### config.mk
export PLATFORM = sky130hd
export DESIGN_NAME = pwm_decoder_flat
export DESIGN_NICKNAME = d
export VERILOG_FILES = /design/src/rtl/pwm_pkg.sv /design/src/rtl/pwm_decoder_if.sv /design/src/rtl/pwm_in_sync.sv /design/src/rtl/pwm_decoder.sv /design/src/flat_wrapper.sv
export SDC_FILE = /design/constraint.sdc
export NUM_CORES = 1
export LEC_CHECK = 0
export ABC_AREA = 1
export CELL_PAD_IN_SITES_DETAIL_PLACEMENT = 0
export CELL_PAD_IN_SITES_GLOBAL_PLACEMENT = 2
export CORE_AREA = 5 5 108 110
export DETAILED_ROUTE_END_ITERATION = 8
export DIE_AREA = 0 0 113 115
export PLACE_DENSITY = 0.74
export SLEW_MARGIN = 30
export SYNTH_ARGS = -nofsm -noshare
export SYNTH_HDL_FRONTEND = slang
export SYNTH_HIERARCHICAL = 1
export SYNTH_SLANG_ARGS = --single-unit
export TNS_END_PERCENT = 5
### constraint.sdc
create_clock -name clk -period 2.7 [get_ports clk]
set_clock_uncertainty 0.15 [all_clocks]
set_input_delay 0.27 -clock clk [delete_from_list [all_inputs] [get_ports clk]]
set_output_delay 0.27 -clock clk [all_outputs]
set_load 0.005 [all_outputs]
### src/rtl/pwm_pkg.sv
// pwm_pkg: types and defaults shared by the PWM decoder and the PWM generator.
//   CNT_W_DEF   - default width of the measurement counters and outputs
//   pwm_state_t - decoder FSM state encoding
package pwm_pkg;

  localparam int CNT_W_DEF = 16;

  typedef enum logic [1:0] {
    ST_IDLE = 2'd0,
    ST_SYNC = 2'd1,
    ST_HIGH = 2'd2,
    ST_LOW  = 2'd3
  } pwm_state_t;

endpackage

### src/rtl/pwm_decoder_if.sv
// pwm_decoder_if: measurement result bus of the PWM decoder.
//   high_time    - clk cycles high in the last complete period
//   period       - clk cycles between the last two rising edges
//   meas_valid   - one-cycle pulse, high_time/period updated
//   meas_ovf     - qualifies meas_valid, a counter saturated in that period
//   timeout      - one-cycle pulse, no input edge for TIMEOUT_CYC cycles
//   static_level - input level captured at the last timeout
// Modports: master (decoder side), slave (consumer side).
interface pwm_decoder_if #(
  parameter int CNT_W = pwm_pkg::CNT_W_DEF
) ();

  logic [CNT_W-1:0] high_time;
  logic [CNT_W-1:0] period;
  logic             meas_valid;
  logic             meas_ovf;
  logic             timeout;
  logic             static_level;

  modport master (
    output high_time, period, meas_valid, meas_ovf, timeout, static_level
  );

  modport slave (
    input high_time, period, meas_valid, meas_ovf, timeout, static_level
  );

endinterface

### src/rtl/pwm_in_sync.sv
// pwm_in_sync: 2-flop synchronizer plus edge detector for the PWM input.
//   clk, reset - system clock, async active-high reset
//   pwm_in     - asynchronous PWM waveform
//   level      - synchronized level
//   rise, fall - single-cycle edge detects (sync sample vs. delayed copy)
module pwm_in_sync (
  input  logic clk,
  input  logic reset,
  input  logic pwm_in,
  output logic level,
  output logic rise,
  output logic fall
);

  logic [2:0] sh;
  logic [2:0] primed;

  always_ff @(posedge clk or posedge reset) begin
    if (reset) begin
      sh     <= '0;
      primed <= '0;
    end else begin
      sh     <= {sh[1:0], pwm_in};
      primed <= {primed[1:0], 1'b1};
    end
  end

  // Edges are only trusted once every stage holds a real sample; otherwise an
  // input that is already high at reset release would look like a rising edge.
  assign level = sh[1];
  assign rise  = primed[2] &  sh[1] & ~sh[2];
  assign fall  = primed[2] & ~sh[1] &  sh[2];

endmodule

### src/rtl/pwm_decoder.sv
// pwm_decoder: measures high time and period of an asynchronous PWM input.
//   clk, reset - system clock, async active-high reset
//   en         - decoder enable (synchronous)
//   pwm_in     - asynchronous PWM waveform
//   meas       - result bus (pwm_decoder_if.master)
// Optional: define PWM_DECODER_TIMEOUT_EN to add the idle-timeout detector;
// without it timeout and static_level stay 0.
//
// state | meaning
// IDLE  | disabled, counters cleared
// SYNC  | waiting for the first rising edge (partial period discarded)
// HIGH  | input high, counting high time
// LOW   | input low, next rising edge completes a measurement
module pwm_decoder import pwm_pkg::*; #(
  parameter int CNT_W       = CNT_W_DEF,
  parameter int TIMEOUT_CYC = 4096
) (
  input  logic clk,
  input  logic reset,
  input  logic en,
  input  logic pwm_in,
  pwm_decoder_if.master meas
);

  localparam logic [CNT_W-1:0] CNT_MAX = '1;
  localparam logic [CNT_W-1:0] CNT_ONE = CNT_W'(1);

  pwm_state_t       state;
  logic [CNT_W-1:0] period_cnt, high_cnt;
  logic             sat_flag;
  logic [CNT_W-1:0] high_time_q, period_q;
  logic             meas_valid_q, meas_ovf_q, timeout_q, static_level_q;
  logic             level, rise, fall;

  pwm_in_sync u_sync (
    .clk    (clk),
    .reset  (reset),
    .pwm_in (pwm_in),
    .level  (level),
    .rise   (rise),
    .fall   (fall)
  );

`ifdef PWM_DECODER_TIMEOUT_EN
  localparam int                IDLE_W    = $clog2(TIMEOUT_CYC + 1);
  localparam logic [IDLE_W-1:0] IDLE_LAST = IDLE_W'(TIMEOUT_CYC - 1);
  logic [IDLE_W-1:0] idle_cnt;
  logic              timeout_hit;
  assign timeout_hit = !rise && !fall && (idle_cnt == IDLE_LAST);
`else
  logic unused_ok;
  assign unused_ok = ^{level, TIMEOUT_CYC[0]};
`endif

  always_ff @(posedge clk or posedge reset) begin
    if (reset) begin
      state          <= ST_IDLE;
      period_cnt     <= '0;
      high_cnt       <= '0;
      sat_flag       <= 1'b0;
      high_time_q    <= '0;
      period_q       <= '0;
      meas_valid_q   <= 1'b0;
      meas_ovf_q     <= 1'b0;
      timeout_q      <= 1'b0;
      static_level_q <= 1'b0;
`ifdef PWM_DECODER_TIMEOUT_EN
      idle_cnt       <= '0;
`endif
    end else begin
      meas_valid_q <= 1'b0;
      meas_ovf_q   <= 1'b0;
      timeout_q    <= 1'b0;
      // en low dominates: any edge seen in this cycle is dropped.
      if (!en || state == ST_IDLE) begin
        state      <= en ? ST_SYNC : ST_IDLE;
        period_cnt <= '0;
        high_cnt   <= '0;
        sat_flag   <= 1'b0;
`ifdef PWM_DECODER_TIMEOUT_EN
        idle_cnt   <= '0;
      end else if (timeout_hit) begin
        state          <= ST_SYNC;
        period_cnt     <= '0;
        high_cnt       <= '0;
        sat_flag       <= 1'b0;
        idle_cnt       <= '0;
        timeout_q      <= 1'b1;
        static_level_q <= level;
`endif
      end else begin
`ifdef PWM_DECODER_TIMEOUT_EN
        idle_cnt <= (rise || fall) ? '0 : idle_cnt + IDLE_W'(1);
`endif
        if (rise) begin
          period_cnt <= CNT_ONE;
          high_cnt   <= CNT_ONE;
          sat_flag   <= 1'b0;
        end else begin
          if (period_cnt != CNT_MAX) period_cnt <= period_cnt + CNT_ONE;
          // The fall-detect cycle is already the first low cycle.
          if (state == ST_HIGH && !fall && high_cnt != CNT_MAX)
            high_cnt <= high_cnt + CNT_ONE;
          if (period_cnt == CNT_MAX || high_cnt == CNT_MAX) sat_flag <= 1'b1;
        end
        case (state)
          ST_SYNC: if (rise) state <= ST_HIGH;
          ST_HIGH: if (fall) state <= ST_LOW;
          ST_LOW: begin
            if (rise) begin
              state        <= ST_HIGH;
              high_time_q  <= high_cnt;
              period_q     <= period_cnt;
              meas_valid_q <= 1'b1;
              meas_ovf_q   <= sat_flag || (period_cnt == CNT_MAX) || (high_cnt == CNT_MAX);
            end
          end
          default: state <= ST_IDLE;
        endcase
      end
    end
  end

  assign meas.high_time    = high_time_q;
  assign meas.period       = period_q;
  assign meas.meas_valid   = meas_valid_q;
  assign meas.meas_ovf     = meas_ovf_q;
  assign meas.timeout      = timeout_q;
  assign meas.static_level = static_level_q;

endmodule

### src/flat_wrapper.sv
// flat-port wrapper written by rule: the top's interface ports become plain ports
module pwm_decoder_flat import pwm_pkg::*;
#(
  parameter int CNT_W       = CNT_W_DEF,
  parameter int TIMEOUT_CYC = 4096
)
  (clk, reset, en, pwm_in, meas_high_time, meas_period, meas_meas_valid, meas_meas_ovf, meas_timeout, meas_static_level);
  pwm_decoder_if #(.CNT_W(CNT_W)) meas_i ();
  input  logic clk;
  input  logic reset;
  input  logic en;
  input  logic pwm_in;
  output wire logic [$bits(meas_i.high_time)-1:0] meas_high_time;
  output wire logic [$bits(meas_i.period)-1:0] meas_period;
  output wire logic [$bits(meas_i.meas_valid)-1:0] meas_meas_valid;
  output wire logic [$bits(meas_i.meas_ovf)-1:0] meas_meas_ovf;
  output wire logic [$bits(meas_i.timeout)-1:0] meas_timeout;
  output wire logic [$bits(meas_i.static_level)-1:0] meas_static_level;
  assign meas_high_time = meas_i.high_time;
  assign meas_period = meas_i.period;
  assign meas_meas_valid = meas_i.meas_valid;
  assign meas_meas_ovf = meas_i.meas_ovf;
  assign meas_timeout = meas_i.timeout;
  assign meas_static_level = meas_i.static_level;
  pwm_decoder #(.CNT_W(CNT_W), .TIMEOUT_CYC(TIMEOUT_CYC)) u_core (.clk(clk), .reset(reset), .en(en), .pwm_in(pwm_in), .meas(meas_i));
endmodule
==> impl_metrics.tcl <==
set metrics [dict create \
    status "finished, final reports clean" \
    rows 38 \
    fin_crit_sh 0.707 \
    leakage_uw 0.00186 \
    synth_flop_cell "dfrtp_1" \
    fin_nets 455 \
    p_sw_uw 585 \
    p_per_area_nw_per_um2 522 \
    grt_max_degree 70 \
    clk_pin_slew_ns 0.09 \
    drv_cap 0 \
    highest_layer "met4" \
    initial_utilization 0.332 \
    yosysSeqAreaShare 0.533 \
    wl_met3_um 282 \
    dieHeight_um 115 \
    fmax_mhz 524 \
    dpl.hpwl_um 5760 \
    crit_required_ns 2.83 \
    gp_congestion 0.798 \
    die_area_um2 13000 \
    synth_edf_count 0 \
    num_antenna_cells 0 \
    avgSynthCellArea_um2 8.67 \
    dr_total_vias 2762 \
    synth_cells 406 \
    fin_tns_setup_ns 0 \
    track_usage 0.133 \
    grt_overflow 0 \
    r2r_end "u_core/period_cnt[11]" \
    io_buffers 37 \
    fin_crit_ns 1.91 \
    cts_resized 0 \
    final_cell_mix "nand2_1 (75), dfrtp_1 (75), nor2_1 (67)" \
    first_global_vias 2837 \
    drive_above_1_share 0.110 \
    min_path_type "in2async" \
    core_um2 10600 \
    cts_tree "done" \
    synthToLayoutAreaGrowth_pct 20.1 \
    wl_met2_um 4080 \
    post-cts-setup-buffers 0 \
    rr_worst_depth 9 \
    slew_headroom 0.608 \
    clockRootBuffer "clkbuf_8" \
    timing.hold.ws_ns 0.0235 \
    tightest_slew_ns 0.583 \
    yosys_register_bits 75 \
    setup_viol 0 \
    cts_made_buffers 9 \
    netlist_area_um2 3520 \
    yosys_warnings 8 \
    totalWireLength_um 8100 \
    crit_fanout 12 \
    startpoint_type "flop" \
    vias_per_cell 4.65 \
    r2r_start "u_core/period_cnt[1]" \
    criticalPathCategory "reg2reg" \
    vdd_drop_max_mv 0.276 \
    antenna_found_initial 0 \
    r2r_setup_slack_ns 0.79 \
    pwr-share-clk 0.368 \
    critical_path_arrival_ns 2.04 \
    drt_iter0_markers 80 \
    p_int_uw 1620 \
    ctsHtreeMaxLevel 3 \
    rsz0062_at_grt "no" \
    die_w_um 113 \
    drc_errors 0 \
    cts_buffer_depth 2 \
    fillCellCount 1105 \
    pwr-share-seq 0.543 \
    end_kind "flop" \
    pwr-share-comb 0.089 \
    grt_pass1_wl_um 13900 \
    io_pins 40 \
    clk_latency_ns 0.35 \
    postSynth.asyncResetShare 1.00 \
    routedWlPerCell_um 13.6 \
    cts_sinks 75 \
    ctsHoldBuffers 0 \
    hold_viol 0 \
    drtPass1Iterations 4 \
    final_antenna_net_count 0 \
    drv_slew 0 \
    synthDistinctLibCells 27 \
    wl_met1_um 3680 \
    power_switching_share 0.265 \
]
metrics by stage:
step	worst slack (ns)	utilization	std cells	power (uW)	area, um2
3_3_place_gp	0.710	0.381	578	1420	4040
2_1_floorplan	0.540	-	407	1310	3520
6_report	0.792	0.398	594	2200	4220
3_5_place_dp	0.684	0.381	578	1420	4040
5_1_grt	0.594	0.398	594	2330	4220
4_1_cts	0.782	0.398	594	2260	4220
per-layer routing:
metal  global-route usage  vias up
li1                     -     1395
met1                0.170     1324
met2                0.228       36
met3               0.0347        7
met4               0.0313        0
met5                    0        -
cells by family after synthesis:
| kind of cell | count (synthesis) | share of synthesized area |
|---|---|---|
| AOI/OAI and AO/OA | 51 | 0.0761 |
| adders and majority gates | 2 | 0.00711 |
| xor gates and xnor gates | 4 | 0.00996 |
| other | 2 | 0.00213 |
| muxes | 12 | 0.0384 |
| DFF | 75 | 0.533 |
| and+or+nand+nor | 204 | 0.261 |
| buffers and inverters | 56 | 0.0722 |
Yosys cell counts (4+ instances only):
library cell / n / area, um2
nand3_1: 28 / 140
nand2_1: 75 / 282
dfrtp_1: 75 / 1880
xor2_1: 4 / 35.0
inv_1: 44 / 165
a31oi_1: 4 / 25.0
buf_4: 5 / 37.5
nor2_1: 67 / 251
nand4_1: 9 / 56.3
o21ai_0: 16 / 80.1
a21oi_1: 29 / 145
nor3_1: 8 / 40.0
mux2_2: 12 / 135
power groups by stage:
stage	clock [uW]	sequential [uW]	combinational, uW
after CTS	859	1200	203
final	810	1200	196
after global placement	0	1220	200
after floorplan	0	1220	87.3
after detailed placement	0	1220	202
after global routing	900	1210	221
how the worst max path moves through the flow:
| stage | startpoint | cells after the start | slack (ns) | endpoint |
|---|---|---|---|---|
| global placement | en | 5 | 0.71 | u_core/meas.high_time[14] |
| floorplan | reset | 1 | 0.54 | u_core/high_cnt[0] |
| CTS | u_core/period_cnt[1] | 9 | 0.78 | u_core/period_cnt[11] |
| detailed placement | en | 5 | 0.68 | u_core/meas.high_time[6] |
| finish | u_core/period_cnt[1] | 9 | 0.79 | u_core/period_cnt[11] |
| global route | u_core/period_cnt[1] | 7 | 0.59 | u_core/period_cnt[14] |
sequential cells by signal (all words and copies together), names as in the netlist:
register / count
u_core/high_cnt: 16
u_core/meas.high_time: 16
u_core/meas.period: 16
u_core/period_cnt: 16
u_core/u_sync/primed: 3
u_core/u_sync/sh: 3
u_core/state: 2
u_core/meas.meas_ovf: 1
u_core/meas.meas_valid: 1
u_core/sat_flag: 1
cell type report:
type	count	area, um2	share of cell area
inverter	46	173	0.0409
multi-input combinational	276	1390	0.329
timing repair buffer	41	425	0.101
sequential	75	1880	0.444
clock inverter	7	58.8	0.0139
tap	140	175	0.0415
clock buffer	9	124	0.0293
critical path, cell delays in order, from the launching register on:
cell,delay (ns)
dfrtp_1,0.42
ha_1,0.22
nand2_1,0.11
nor2_2,0.14
nand2_2,0.14
nor2_2,0.15
nand2_2,0.20
nand3_1,0.15
nand2_1,0.06
nor2_1,0.09
Power figures use the tool's default switching activity.
